$ cat src/rtl/timer_pkg.sv
// timer_pkg: shared types and constants for the timer_dev peripheral.
// States, register offsets, mode encodings and CTRL bit positions.
package timer_pkg;

    typedef enum logic [1:0] {
        IDLE = 2'd0,
        LOAD = 2'd1,
        CNT  = 2'd2,
        INT  = 2'd3
    } state_t;

    localparam logic [1:0] CTRL_OFF   = 2'd0;
    localparam logic [1:0] PRESET_OFF = 2'd1;
    localparam logic [1:0] COUNT_OFF  = 2'd2;
    localparam logic [1:0] PSC_OFF    = 2'd3;

    localparam logic [1:0] MODE_ONESHOT = 2'b00;
    localparam logic [1:0] MODE_RELOAD  = 2'b01;

    localparam int CTRL_EN_BIT   = 0;
    localparam int CTRL_MODE_LSB = 1;
    localparam int CTRL_MODE_MSB = 2;
    localparam int CTRL_IM_BIT   = 3;

endpackage

$ cat src/rtl/timer_prescaler.sv
// timer_prescaler: tick once every div+1 cycles.
// The phase is reset by restart so each period starts aligned.
module timer_prescaler (
    input  logic        clk,
    input  logic        reset,
    input  logic        restart,
    input  logic [15:0] div,
    output logic        tick
);

    logic [15:0] cnt_q;

    // >= keeps the divider sane if div is lowered mid-period
    assign tick = (cnt_q >= div);

    // Divider phase counter
    always_ff @(posedge clk or negedge reset) begin
        if (!reset) begin
            cnt_q <= '0;
        end else if (restart || tick) begin
            cnt_q <= '0;
        end else begin
            cnt_q <= cnt_q + 16'd1;
        end
    end

endmodule

$ cat src/rtl/timer_dev.sv
// timer_dev: memory-mapped countdown timer driving one CP0 HWint line.
// Optional TIMER_PRESCALE_EN adds the PSC register at offset 0xC.
module timer_dev
    import timer_pkg::*;
#(
    parameter logic [31:0] BASE_ADDR = 32'h0000_7F00,
    parameter int          CNT_W     = 32
) (
    input  logic        clk,
    input  logic        reset,
    input  logic [31:0] addr,
    input  logic        we,
    input  logic [31:0] wdata,
    output logic [31:0] rdata,
    output logic        irq
);

    state_t           state_q, state_d;
    logic             ctrl_en, ctrl_im;
    logic [1:0]       ctrl_mode;
    logic [CNT_W-1:0] preset, count_q, count_d;
    logic             irq_flag;
    logic             hit, wr_hit, ctrl_wr;
    logic             set_flag, clr_flag, clr_en, restart;
    logic             tick;
    logic [31:0]      psc_rd;
    logic             unused_bits;

    assign hit     = (addr[31:4] == BASE_ADDR[31:4]);
    assign wr_hit  = we && hit;
    assign ctrl_wr = wr_hit && (addr[3:2] == CTRL_OFF);

    // Flag and IM are both registers, so irq never sees the bus directly
    assign irq = irq_flag && ctrl_im;

`ifdef TIMER_PRESCALE_EN
    logic [15:0] psc_q;

    // Prescaler divisor register
    always_ff @(posedge clk or negedge reset) begin
        if (!reset) begin
            psc_q <= '0;
        end else if (wr_hit && (addr[3:2] == PSC_OFF)) begin
            psc_q <= wdata[15:0];
        end
    end

    timer_prescaler u_psc (
        .clk     (clk),
        .reset   (reset),
        .restart (restart),
        .div     (psc_q),
        .tick    (tick)
    );

    assign psc_rd      = {16'd0, psc_q};
    assign unused_bits = ^addr[1:0];
`else
    assign tick        = 1'b1;
    assign psc_rd      = '0;
    assign unused_bits = ^{addr[1:0], restart};
`endif

    // State and counter register
    always_ff @(posedge clk or negedge reset) begin
        if (!reset) begin
            state_q <= IDLE;
            count_q <= '0;
        end else begin
            state_q <= state_d;
            count_q <= count_d;
        end
    end

    // Next-state, count update and side-effect strobes
    always_comb begin
        state_d  = state_q;
        count_d  = count_q;
        set_flag = 1'b0;
        clr_flag = 1'b0;
        clr_en   = 1'b0;
        restart  = 1'b0;
        unique case (state_q)
            IDLE: begin
                if (ctrl_en) state_d = LOAD;
            end
            LOAD: begin
                count_d = preset;
                restart = 1'b1;
                state_d = CNT;
            end
            CNT: begin
                if (!ctrl_en) begin
                    state_d = IDLE;
                end else if (tick) begin
                    if (count_q > CNT_W'(1)) begin
                        count_d = count_q - CNT_W'(1);
                    end else begin
                        count_d  = '0;
                        set_flag = 1'b1;
                        state_d  = INT;
                    end
                end
            end
            INT: begin
                if (ctrl_mode == MODE_RELOAD) begin
                    clr_flag = 1'b1;
                    state_d  = LOAD;
                end else begin
                    clr_en  = 1'b1;
                    state_d = IDLE;
                end
            end
        endcase
    end

    // CTRL register; a bus write beats the one-shot En clear
    always_ff @(posedge clk or negedge reset) begin
        if (!reset) begin
            ctrl_en   <= 1'b0;
            ctrl_mode <= MODE_ONESHOT;
            ctrl_im   <= 1'b0;
        end else if (ctrl_wr) begin
            ctrl_en   <= wdata[CTRL_EN_BIT];
            ctrl_mode <= wdata[CTRL_MODE_MSB:CTRL_MODE_LSB];
            ctrl_im   <= wdata[CTRL_IM_BIT];
        end else if (clr_en) begin
            ctrl_en   <= 1'b0;
        end
    end

    // PRESET register; only sampled by the FSM in LOAD
    always_ff @(posedge clk or negedge reset) begin
        if (!reset) begin
            preset <= '0;
        end else if (wr_hit && (addr[3:2] == PRESET_OFF)) begin
            preset <= wdata[CNT_W-1:0];
        end
    end

    // Interrupt flag; any CTRL write acknowledges it
    always_ff @(posedge clk or negedge reset) begin
        if (!reset) begin
            irq_flag <= 1'b0;
        end else if (ctrl_wr) begin
            irq_flag <= 1'b0;
        end else if (set_flag) begin
            irq_flag <= 1'b1;
        end else if (clr_flag) begin
            irq_flag <= 1'b0;
        end
    end

    // Combinational read mux
    always_comb begin
        rdata = '0;
        if (hit) begin
            unique case (addr[3:2])
                CTRL_OFF:   rdata = {28'd0, ctrl_im, ctrl_mode, ctrl_en};
                PRESET_OFF: rdata = 32'(preset);
                COUNT_OFF:  rdata = 32'(count_q);
                PSC_OFF:    rdata = psc_rd;
            endcase
        end
    end

endmodule

$ cat config.mk
export PLATFORM = sky130hd
export DESIGN_NAME = timer_dev
export DESIGN_NICKNAME = d
export VERILOG_FILES = /design/src/rtl/timer_pkg.sv /design/src/rtl/timer_prescaler.sv /design/src/rtl/timer_dev.sv
export SDC_FILE = /design/constraint.sdc
export NUM_CORES = 1
export LEC_CHECK = 0
export CAP_MARGIN = 10
export CORE_MARGIN = 2
export CORE_UTILIZATION = 46
export DETAILED_ROUTE_END_ITERATION = 7
export PLACE_DENSITY_LB_ADDON = 0.15
export REMOVE_ABC_BUFFERS = 1
export SYNTH_ARGS = -nofsm -noshare
export SYNTH_HDL_FRONTEND = slang
export SYNTH_SLANG_ARGS = --single-unit
$ cat constraint.sdc
create_clock -name clk -period 2.9 [get_ports clk]
set_clock_uncertainty 0.15 [all_clocks]
set_input_delay 0.725 -clock clk [delete_from_list [all_inputs] [get_ports clk]]
set_output_delay 0.725 -clock clk [all_outputs]
set_load 0.03 [all_outputs]
# Yosys cells after proc, flatten, opt, wreduce, memory -nomap -nowiden
# Index checks and enable logic that the tools add are counted.
# totals
regBits	71
input_bits	67
output_inout_bits	33
word_cells	53
# classes
n_addsub	1
order_cmp	1
n_eq_ne	11
n_mux	22
reduce_logical	11
# ops
operator	count
case mux 32 bit (4 select lines)	1
2-to-1 mux 32 bit	3
case mux 32 bit (2 select lines)	1
> comparator 32 x 1 -> 1 bit (second input constant)	1
subtractor 32 x 1 -> 32 bit (second input constant)	1
equality test 28 x 11 -> 1 bit (second input constant)	1
2-to-1 mux 1 bit	13
equality test 2 bit (second input constant)	4
case mux 2 bit (4 select lines)	1
equality test 2 x 1 -> 1 bit (second input constant)	3
2-to-1 mux 2 bit	3
logical AND 1 bit	4
zero test 2 bit	2
inequality test 2 bit (second input constant)	2
AND reduction 2 bit	2
nonzero test 2 bit	2
inequality test 3 bit (second input constant)	1
nonzero test 3 bit	1

# Longest topological paths before layout
# Gate-level depths: netlist (run 1).
# logic_depth
word_depth	6
ltp_mapped	9
depth_no_buf	7

# Least setup slack after synthesis (run 1)
# OpenSTA, ideal clock, no wires.
# synth_path
path_kind	input port to output port
start	in addr[5]
end	out rdata[10]
arrival_ns	2.518
required_ns	2.025
setup_slack_ns	-0.493
cell_stages	5
path_buffers	2
path_cell_list	or4b_1 > or4_1 > buf_2 > clkbuf_1 > nor2_1
# synth_between
elab_chain_cells	2
# synth_lines
item	line_no	rtl
start, declared	timer_dev.sv:11	input logic [31:0] addr,
equality test 28 x 11 -> 1 bit	timer_dev.sv:29	assign hit = (addr[31:4] == BASE_ADDR[31:4]);
2-to-1 mux 32 bit	timer_dev.sv:157	if (hit) begin
end, declared	timer_dev.sv:14	output logic [31:0] rdata,
# Every way passes these cells.

# Worst setup path in the final report (run 1)
# Ends and elaborated chain as after synthesis.

==> results.py, run 1 <==
metrics = {
    "sta": {
        "clock.fmax_mhz": 304,
        "setup_tns_ps": -11160,
        "tightest_slew_ps": 518,
        "drv_slew": 0,
        "period_needed_ps": 3290,
        "rsz0062_at_grt": "true",
        "setup_violations": 36,
        "finalCritPeriodShare_pct": 113,
        "hold_violations": 0,
        "worst_slack_ps": -391,
        "slew_headroom_pct": 65.4,
    },
    "floorplanning": {
        "io_pins": 100,
        "die_area_um2": 9970,
        "core_um2": 8810,
        "die_x_um": 99.8,
        "die_height_um": 99.8,
        "start_util_pct": 48.0,
        "std_cell_rows": 34,
    },
    "grt": {
        "grt.total_usage_pct": 25.2,
        "grt_pass1_wl_mm": 20.0,
        "grt_overflow": 0,
        "grt_max_degree": 72,
        "antenna_found_initial": 0,
        "grt_pass1_vias": 3944,
    },
    "layout": {
        "nNetsFinal": 624,
        "diodes": 0,
        "synthToLayoutAreaGrowth_pct": 41.3,
        "regArea_um2": 1780,
        "multiInputGateArea_um2": 2510,
        "drive_above_1_share_pct": 31.3,
        "num-fill-cells": 730,
        "fin_area_um2": 5970,
    },
    "logic_synthesis": {
        "ys_ff_latch": 71,
        "synth_compound_area_share_pct": 18.3,
        "yosysWarnings": 0,
        "synth_edf_count": 0,
        "synthCells": 445,
        "synth_top_family_by_area": "simple AND/OR/NAND/NOR gates",
        "synth.distinct_cells": 58,
        "yosys.area_share.simple_pct": 24.0,
        "ys.flop_type": "dfrtp_1",
        "avgSynthCellArea_um2": 9.50,
        "synth_fa_ha_area_share_pct": 0.592,
        "ys_seq_area_share_pct": 42.0,
        "syn-cell-area_um2": 4230,
        "synth_xor_area_share_pct": 0,
        "synth-async-reset-ratio_pct": 100,
        "synthMuxAreaShare_pct": 10.5,
    },
    "clock_network": {
        "cts_tree": "built",
        "clk_pin_slew_ps": 80,
        "cts-root-buf": "clkbuf_8",
        "cts_buffer_depth": 2,
        "cts_buffers": 9,
        "htreeDepth": 3,
        "cts_sinks": 71,
        "insertion_delay_ps": 350,
        "postCtsHoldBufs": 0,
    },
    "critical_path": {
        "crit_top_cell": "buf_6",
        "slowest_stage": "or4_4",
        "path_cells": "buf_6, or4b_1, or4_4, clkbuf_16, nor2_4, buf_6",
        "cp.arrival_ps": 2420,
        "critPathMaxFanout": 8,
        "endpoint_kind": "output port",
        "critical_path.max_stage_delay_ps": 570,
        "crit_type": "input pin to output port",
        "start_kind": "input pin",
        "crit_required_ps": 2030,
    },
    "place": {
        "dpl_cell_area_um2": 5380,
        "hpwl_mm": 8.21,
        "io_buffers": 97,
        "place.gp.congestion": 0.867,
    },
    "pwr": {
        "power.density_nw_per_um2": 322,
        "p_leak_uw": 0.00267,
        "irDropWorstVdd_mv": 0.220,
    },
    "route": {
        "dr.pass1.iters": 5,
        "vias_per_cell": 6.09,
        "drtAntennaViolNets": 0,
        "routed_wl_mm": 12.4,
        "routedWlPerCell_um": 18.6,
        "drc": 0,
        "vias": 4065,
        "drt_iter0_markers": 226,
    },
    "run_status": {
        "violations": "setup timing",
        "status": "complete, but fails checks",
    },
    "job": {
        "cap_violations": 0,
    },
    "hold_path": {
        "hp-class": "input pin to async pin",
    },
}
[path summary, 6_finish.rpt]
kind | start | to | slack (ps) | depth (start not counted)
worst min register to register | preset[24] | count_q[24] | 370 | 2
worst max register to register | count_q[27] | count_q[10] | 120 | 6
worst max-delay path | addr[5] | rdata[10] | -390 | 6
min in group clk | preset[24] | count_q[24] | 370 | 2
max in group asynchronous | reset | count_q[0] | 2030 | 2
worst min-delay path | reset | preset[24] | 230 | 2
[power by group]
part           internal (uW)  leakage, uW  switching, uW
sequential               989     0.000987       0.000179
combinational           77.6      0.00159           56.4
clock                    418     0.000100            382
total                   1480      0.00267            438
[cell usage in the layout, fill, tap and decap left out, types with 3 or more instances in the layout]
cell type,instances
buf_12,7
buf_6,31
dfrtp_1,71
inv_1,10
nor2_1,25
o311ai_0,4
clkinv_2,3
nand4_1,7
mux2i_1,5
o41ai_1,3
o21ai_0,11
nor2_4,26
and3_1,7
nand3_1,21
a22o_1,4
nor2b_1,3
clkdlybuf4s50_1,36
o211ai_1,9
nor4_1,6
buf_4,27
dlygate4sd2_1,7
a21oi_1,15
clkdlybuf4s15_1,5
or3_1,4
a22oi_1,37
nor3_1,10
a221o_1,3
nand2_1,26
nor4_4,3
nor2_2,4
or4_1,15
mux2_2,34
buf_2,12
nand2b_1,5
clkbuf_8,10
[registers in the layout, indices dropped and copies added (netlist names)]
name,flops
preset,32
ctrl_en,1
state_q,2
ctrl_im,1
count_q,32
ctrl_mode,2
irq_flag,1
[worst max-delay path, delay by kind of cell]
kind,cells,cell delay [ps]
buffers and inverters,3,470
AND/OR/NAND/NOR,3,1220
[metal layers]
layer | track usage, % | routed length [um]
met3 | 4.32 | 733
met1 | 35.3 | 5700
met2 | 39.9 | 5750
met5 | 0 | 0
met4 | 8.43 | 234
[through the flow]
step / util [%] / hold slack (ps) / cells / setup slack, ps / power, uW
finish: 67.8 / 232 / 668 / -391 / 1920
global route: 67.8 / 270 / 668 / -407 / 1980
CTS: 66.2 / 257 / 666 / -359 / 1930
detailed placement: 61.1 / 366 / 648 / -737 / 1150
global placement: 61.1 / 349 / 648 / -688 / 1150
floorplan: - / 279 / 413 / -929 / 1020
[cell families after synthesis]
logic type               count (synthesis)
multiplexers                            40
AO/OA/AOI/OAI                          106
buffers and inverters                   42
flip-flops                              71
adder cells (fa/ha/maj)                  2
AND/OR/NAND/NOR                        184
[cell type report]
class,count,area share (%)
multi-input cells,332,42.0
flip-flops and latches,71,29.8
repair buffers,131,22.2
clock buffers,12,2.43
well taps,108,2.26
clock inverters,4,0.754
inverters,10,0.629
[synth_stat cells, types with 4 or more instances]
cell type / instances / area [um^2]
or3_1: 4 / 25.0
nand2_1: 26 / 97.6
a22o_1: 4 / 35.0
or4_1: 16 / 120
clkbuf_1: 18 / 67.6
a21oi_1: 15 / 75.1
nand4_1: 7 / 43.8
inv_1: 10 / 37.5
o21ai_0: 11 / 55.1
o311ai_0: 4 / 35.0
a22oi_1: 37 / 278
nor2b_1: 5 / 31.3
dfrtp_1: 71 / 1780
nand3_1: 21 / 105
and3_1: 7 / 43.8
nand2b_1: 5 / 31.3
nor4_1: 8 / 50.1
buf_2: 5 / 25.0
nor3_1: 10 / 50.1
buf_4: 4 / 30.0
o211ai_1: 9 / 67.6
mux2i_1: 5 / 50.1
mux2_2: 35 / 394
nor2_1: 54 / 203
[what timing repair did]
action / CTS / global route
buffers inserted: 0 / 1
endpoints found under the setup margin: 69 / 66
cloned: 2 / 1
pin swaps: 12 / 6
gates resized for setup: 136 / 32
(Power assumes the default switching activity.)
==> run 2, diff against run 1 <==
--- a/config.mk
+++ b/config.mk
@@ -10,6 +10,7 @@
 export CORE_UTILIZATION = 46
 export DETAILED_ROUTE_END_ITERATION = 7
 export PLACE_DENSITY_LB_ADDON = 0.15
+export RECOVER_POWER = 100
 export REMOVE_ABC_BUFFERS = 1
 export SYNTH_ARGS = -nofsm -noshare
 export SYNTH_HDL_FRONTEND = slang
==> results.py, run 2 (same netlist as run 1, synthesis figures left out) <==
metrics = {
    "run_status": {
        "status": "complete, but fails checks",
        "violations": "capacitance limit, slew limit, setup timing",
    },
    "floorplanning": {
        "std_cell_rows": 34,
        "die_height_um": 99.8,
        "core_um2": 8810,
        "io_pins": 100,
        "die_area_um2": 9970,
        "die_x_um": 99.8,
        "start_util_pct": 48.0,
    },
    "job": {
        "cap_violations": 1,
    },
    "sta": {
        "timing.hold.ws_ps": 371,
        "tightest_slew_ps": 1810,
        "clock.fmax_mhz": 304,
        "rsz0062_at_grt": "true",
        "setup_violations": 43,
        "worst_slack_ps": -385,
        "slew_headroom_pct": -20.5,
        "hold_violations": 0,
        "drv_slew": 72,
        "period_needed_ps": 3290,
        "finalCritPeriodShare_pct": 113,
    },
    "route": {
        "dr.pass1.iters": 5,
        "drt_iter0_markers": 244,
        "drt-met1-wl_mm": 5.69,
        "vias": 4081,
        "drtAntennaViolNets": 0,
        "routedWlPerCell_um": 18.5,
        "drc": 0,
        "dr_wl_met3_um": 769,
        "routed_wl_mm": 12.4,
        "wl_met2_mm": 5.70,
        "highest_layer": "met4",
        "vias_per_cell": 6.11,
    },
    "pwr": {
        "p_leak_uw": 0.00266,
        "irDropWorstVdd_mv": 0.225,
        "power.total_uw": 1920,
        "power.density_nw_per_um2": 324,
    },
    "critical_path": {
        "crit_type": "input pin to output port",
        "start_kind": "input pin",
        "critPathMaxFanout": 8,
        "crit_required_ps": 2030,
        "endpoint_kind": "output port",
        "cp.arrival_ps": 2410,
    },
    "place": {
        "hpwl_mm": 8.21,
        "post-place-ws_ps": -737,
        "place.gp.congestion": 0.867,
        "dpl.cell_count": 648,
        "io_buffers": 97,
    },
    "clock_network": {
        "postCtsHoldBufs": 0,
        "cts_tree": "built",
        "cts_buffer_depth": 2,
        "htreeDepth": 3,
        "insertion_delay_ps": 350,
        "cts_sinks": 71,
        "clk_pin_slew_ps": 80,
        "cts_buffers": 9,
        "cts-root-buf": "clkbuf_8",
    },
    "layout": {
        "synthToLayoutAreaGrowth_pct": 40.4,
        "drive_above_1_share_pct": 30.5,
        "diodes": 0,
        "final_common_cell": "dfrtp_1",
        "layout_common_cells": "dfrtp_1, a22oi_1, clkdlybuf4s50_1",
        "num-fill-cells": 734,
        "final_cells": 668,
        "nNetsFinal": 624,
        "reg.largest.list": "count_q (32), preset (32)",
    },
    "grt": {
        "grt_overflow": 0,
        "antenna_found_initial": 0,
        "grt_max_degree": 72,
        "grt_pass1_wl_mm": 20.0,
        "grt.total_usage_pct": 25.2,
        "grt_pass1_vias": 3944,
    },
    "hold_path": {
        "hp-class": "flip-flop to flip-flop",
    },
}
run 2: cell count changes in the layout (fill, tap and decap cells not counted), moves of 2 or more:
cell      previous run  this run
buf_4               27        22
clkbuf_1             2         4
clkbuf_2             2         4
clkbuf_4             0         2
run 2: routing by layer:
layer  vias to the layer above  global-route usage [%]
li1                       1914                       -
met1                      1991                    35.3
met2                       158                    39.9
met3                        18                    4.32
met4                         0                    8.43
met5                         -                       0
run 2: critical path: stages:
cell and delay (ps):
buf_6 90, or4b_1 520, or4_4 570, clkbuf_16 240
nor2_4 120, buf_6 130
run 2: timing repair:
item / 4_1_cts / 5_1_grt
resized for setup: 136 / 32
setup buffers: 0 / 1
endpoints found under the setup margin: 69 / 66
pin swaps: 12 / 6
endpoints found under the hold margin: 0 / 0
gates cloned: 2 / 1
run 2: layout make-up:
cell class | count | area, um^2 | area share, %
multi-input cells | 332 | 2490 | 42.0
flip-flops and latches | 71 | 1780 | 30.0
repair buffers | 131 | 1300 | 21.9
clock buffers | 12 | 145 | 2.45
well taps | 108 | 135 | 2.28
clock inverters | 4 | 45.0 | 0.759
inverters | 10 | 37.5 | 0.633
run 2: power breakdown:
group / switching [uW] / internal (uW) / leakage (uW)
logic: 55.6 / 75.1 / 0.00157
clock network: 382 / 418 / 0.000100
registers: 0.000181 / 989 / 0.000987
total: 438 / 1480 / 0.00266
run 2: worst paths after layout:
path                        startpoint           to  slack (ps)  cells after the start
max                            addr[5]    rdata[10]        -390                      6
min                         preset[24]  count_q[24]         370                      2
max reg2reg                count_q[27]  count_q[12]        -120                      6
min reg2reg                 preset[24]  count_q[24]         370                      2
max in group asynchronous        reset   count_q[0]         720                      2
min in group asynchronous        reset   preset[31]         800                      2
run 2: stage by stage:
stage	cell area [um^2]	setup TNS (ps)	utilization (%)
after floorplan	4070	-55210	-
after global placement	5380	-42590	61.1
after detailed placement	5380	-43970	61.1
after CTS	5830	-10290	66.2
after global routing	5930	-13370	67.3
final	5930	-11600	67.3
==> run 3, diff against run 2 <==
--- a/config.mk
+++ b/config.mk
@@ -9,9 +9,9 @@
 export CORE_MARGIN = 2
 export CORE_UTILIZATION = 46
 export DETAILED_ROUTE_END_ITERATION = 7
+export HOLD_SLACK_MARGIN = 0.1
 export PLACE_DENSITY_LB_ADDON = 0.15
 export RECOVER_POWER = 100
-export REMOVE_ABC_BUFFERS = 1
 export SYNTH_ARGS = -nofsm -noshare
 export SYNTH_HDL_FRONTEND = slang
 export SYNTH_SLANG_ARGS = --single-unit
==> results.py, run 3 (same netlist as run 1, synthesis figures left out) <==
metrics = {
    "layout": {
        "synthToLayoutAreaGrowth_pct": 40.2,
        "num-fill-cells": 719,
        "diodes": 0,
        "layout_common_cells": "dfrtp_1, clkdlybuf4s50_1, a22oi_1, buf_6, mux2_2",
        "nNetsFinal": 622,
        "multiInputGateArea_um2": 2520,
        "final_common_cell": "dfrtp_1",
        "drive_above_1_share_pct": 31.4,
        "regArea_um2": 1780,
        "final_cells": 666,
        "reg.largest.list": "count_q (32), preset (32)",
    },
    "route": {
        "routed_wl_mm": 12.5,
        "drt_iter0_markers": 289,
        "drtAntennaViolNets": 0,
        "routedWlPerCell_um": 18.8,
        "drc": 0,
        "vias_per_cell": 6.19,
        "vias": 4120,
        "dr.pass1.iters": 5,
    },
    "clock_network": {
        "clk_pin_slew_ps": 80,
        "htreeDepth": 3,
        "cts-root-buf": "clkbuf_8",
        "cts_buffers": 9,
        "insertion_delay_ps": 350,
        "cts_tree": "built",
        "cts_buffer_depth": 2,
        "cts_sinks": 71,
        "postCtsHoldBufs": 0,
    },
    "floorplanning": {
        "io_pins": 100,
        "die_x_um": 99.8,
        "die_area_um2": 9970,
        "start_util_pct": 48.0,
        "core_um2": 8810,
        "std_cell_rows": 34,
        "die_height_um": 99.8,
    },
    "critical_path": {
        "r2r_slack_ps": -90,
        "crit_top_cell": "buf_6",
        "cp.arrival_ps": 2360,
        "crit_buf_inv": 3,
        "crit_type": "input pin to output port",
        "endpoint_kind": "output port",
        "ff2ff_path_depth": 6,
        "path_cells": "buf_6, or4b_4, or4_4, buf_12, nor2_2, buf_6",
        "path_delay_family": "simple AND/OR/NAND/NOR gates",
        "critPathMaxFanout": 14,
        "slowest_stage": "or4_4",
        "crit_required_ps": 2030,
        "critical_path.max_stage_delay_ps": 560,
        "start_kind": "input pin",
        "r2r_start": "count_q[27]",
        "r2r_end": "count_q[3]",
    },
    "run_status": {
        "status": "complete, but fails checks",
        "violations": "capacitance limit, slew limit, setup timing",
    },
    "sta": {
        "setup_violations": 36,
        "clock.fmax_mhz": 309,
        "period_needed_ps": 3240,
        "finalCritPeriodShare_pct": 112,
        "slew_headroom_pct": -19.7,
        "rsz0062_at_grt": "true",
        "drv_slew": 72,
        "setup_tns_ps": -10000,
        "tightest_slew_ps": 1800,
        "worst_slack_ps": -340,
        "hold_violations": 0,
        "timing.hold.ws_ps": 384,
    },
    "hold_path": {
        "hp-class": "flip-flop to flip-flop",
        "min_from": "irq_flag",
        "hold_depth": 2,
        "timing.hold.worst_endpoint": "irq_flag",
    },
    "grt": {
        "grt_overflow": 0,
        "antenna_found_initial": 0,
        "grt_pass1_wl_mm": 21.0,
        "grt.total_usage_pct": 26.3,
        "grt_pass1_vias": 4183,
        "grt_max_degree": 72,
    },
    "job": {
        "cap_violations": 1,
    },
    "pwr": {
        "irDropWorstVdd_mv": 0.264,
        "p_leak_uw": 0.00263,
        "power.density_nw_per_um2": 355,
        "power.total_uw": 2100,
    },
    "logic_synthesis": {
        "synth_fp_nets": 514,
    },
    "place": {
        "hpwl_mm": 8.62,
        "io_buffers": 97,
        "dpl.cell_count": 648,
        "place.gp.congestion": 0.919,
    },
}
-- run 3: worst max-delay path by stage --
stage | start | endpoint | cells after the start
floorplan | addr[5] | rdata[10] | 5
global placement | addr[17] | rdata[0] | 7
detailed placement | addr[17] | rdata[0] | 7
CTS | addr[5] | rdata[0] | 7
global route | addr[5] | rdata[31] | 6
finish | addr[5] | rdata[31] | 6
-- run 3: worst min-delay path, delay by kind of cell (launching register included) --
kind | cells | cell delay (ps)
AO/OA/AOI/OAI | 1 | 60
AND/OR/NAND/NOR | 1 | 80
flip-flops | 1 | 360
-- run 3: area by class of cell --
cell class / instances / area share (%)
inverters: 10 / 0.633
multi-input cells: 332 / 42.5
clock inverters: 6 / 1.82
clock buffers: 10 / 2.32
well taps: 108 / 2.28
repair buffers: 129 / 20.5
flip-flops and latches: 71 / 30.0
-- run 3: metal layers --
layer	part of all wire (%)	GRT usage, %	up-vias
met3	6.9	3.55	23
met2	48	43.5	169
met4	2.1	11.0	0
met5	0	0	-
li1	-	-	1911
met1	43	35.1	2017
-- run 3: where the power goes --
group	switching [uW]	internal [uW]
registers	0.000173	989
clock network	392	592
logic	53.8	77.0
-- run 3: repair_timing --
action,CTS,global route
gates resized for setup,102,5
pin swaps,8,3
endpoints found under the setup margin,69,62
cloned,2,0
hold endpoints to repair,0,0
buffers inserted,3,0
-- run 3: through the flow --
step           utilization (%)  area, um^2  setup WS, ps
5_1_grt                   67.3        5930          -376
4_1_cts                   68.5        6030          -370
6_report                  67.3        5930          -340
2_1_floorplan                -        4530          -141
3_5_place_dp              63.9        5630          -645
3_3_place_gp              63.9        5630          -614
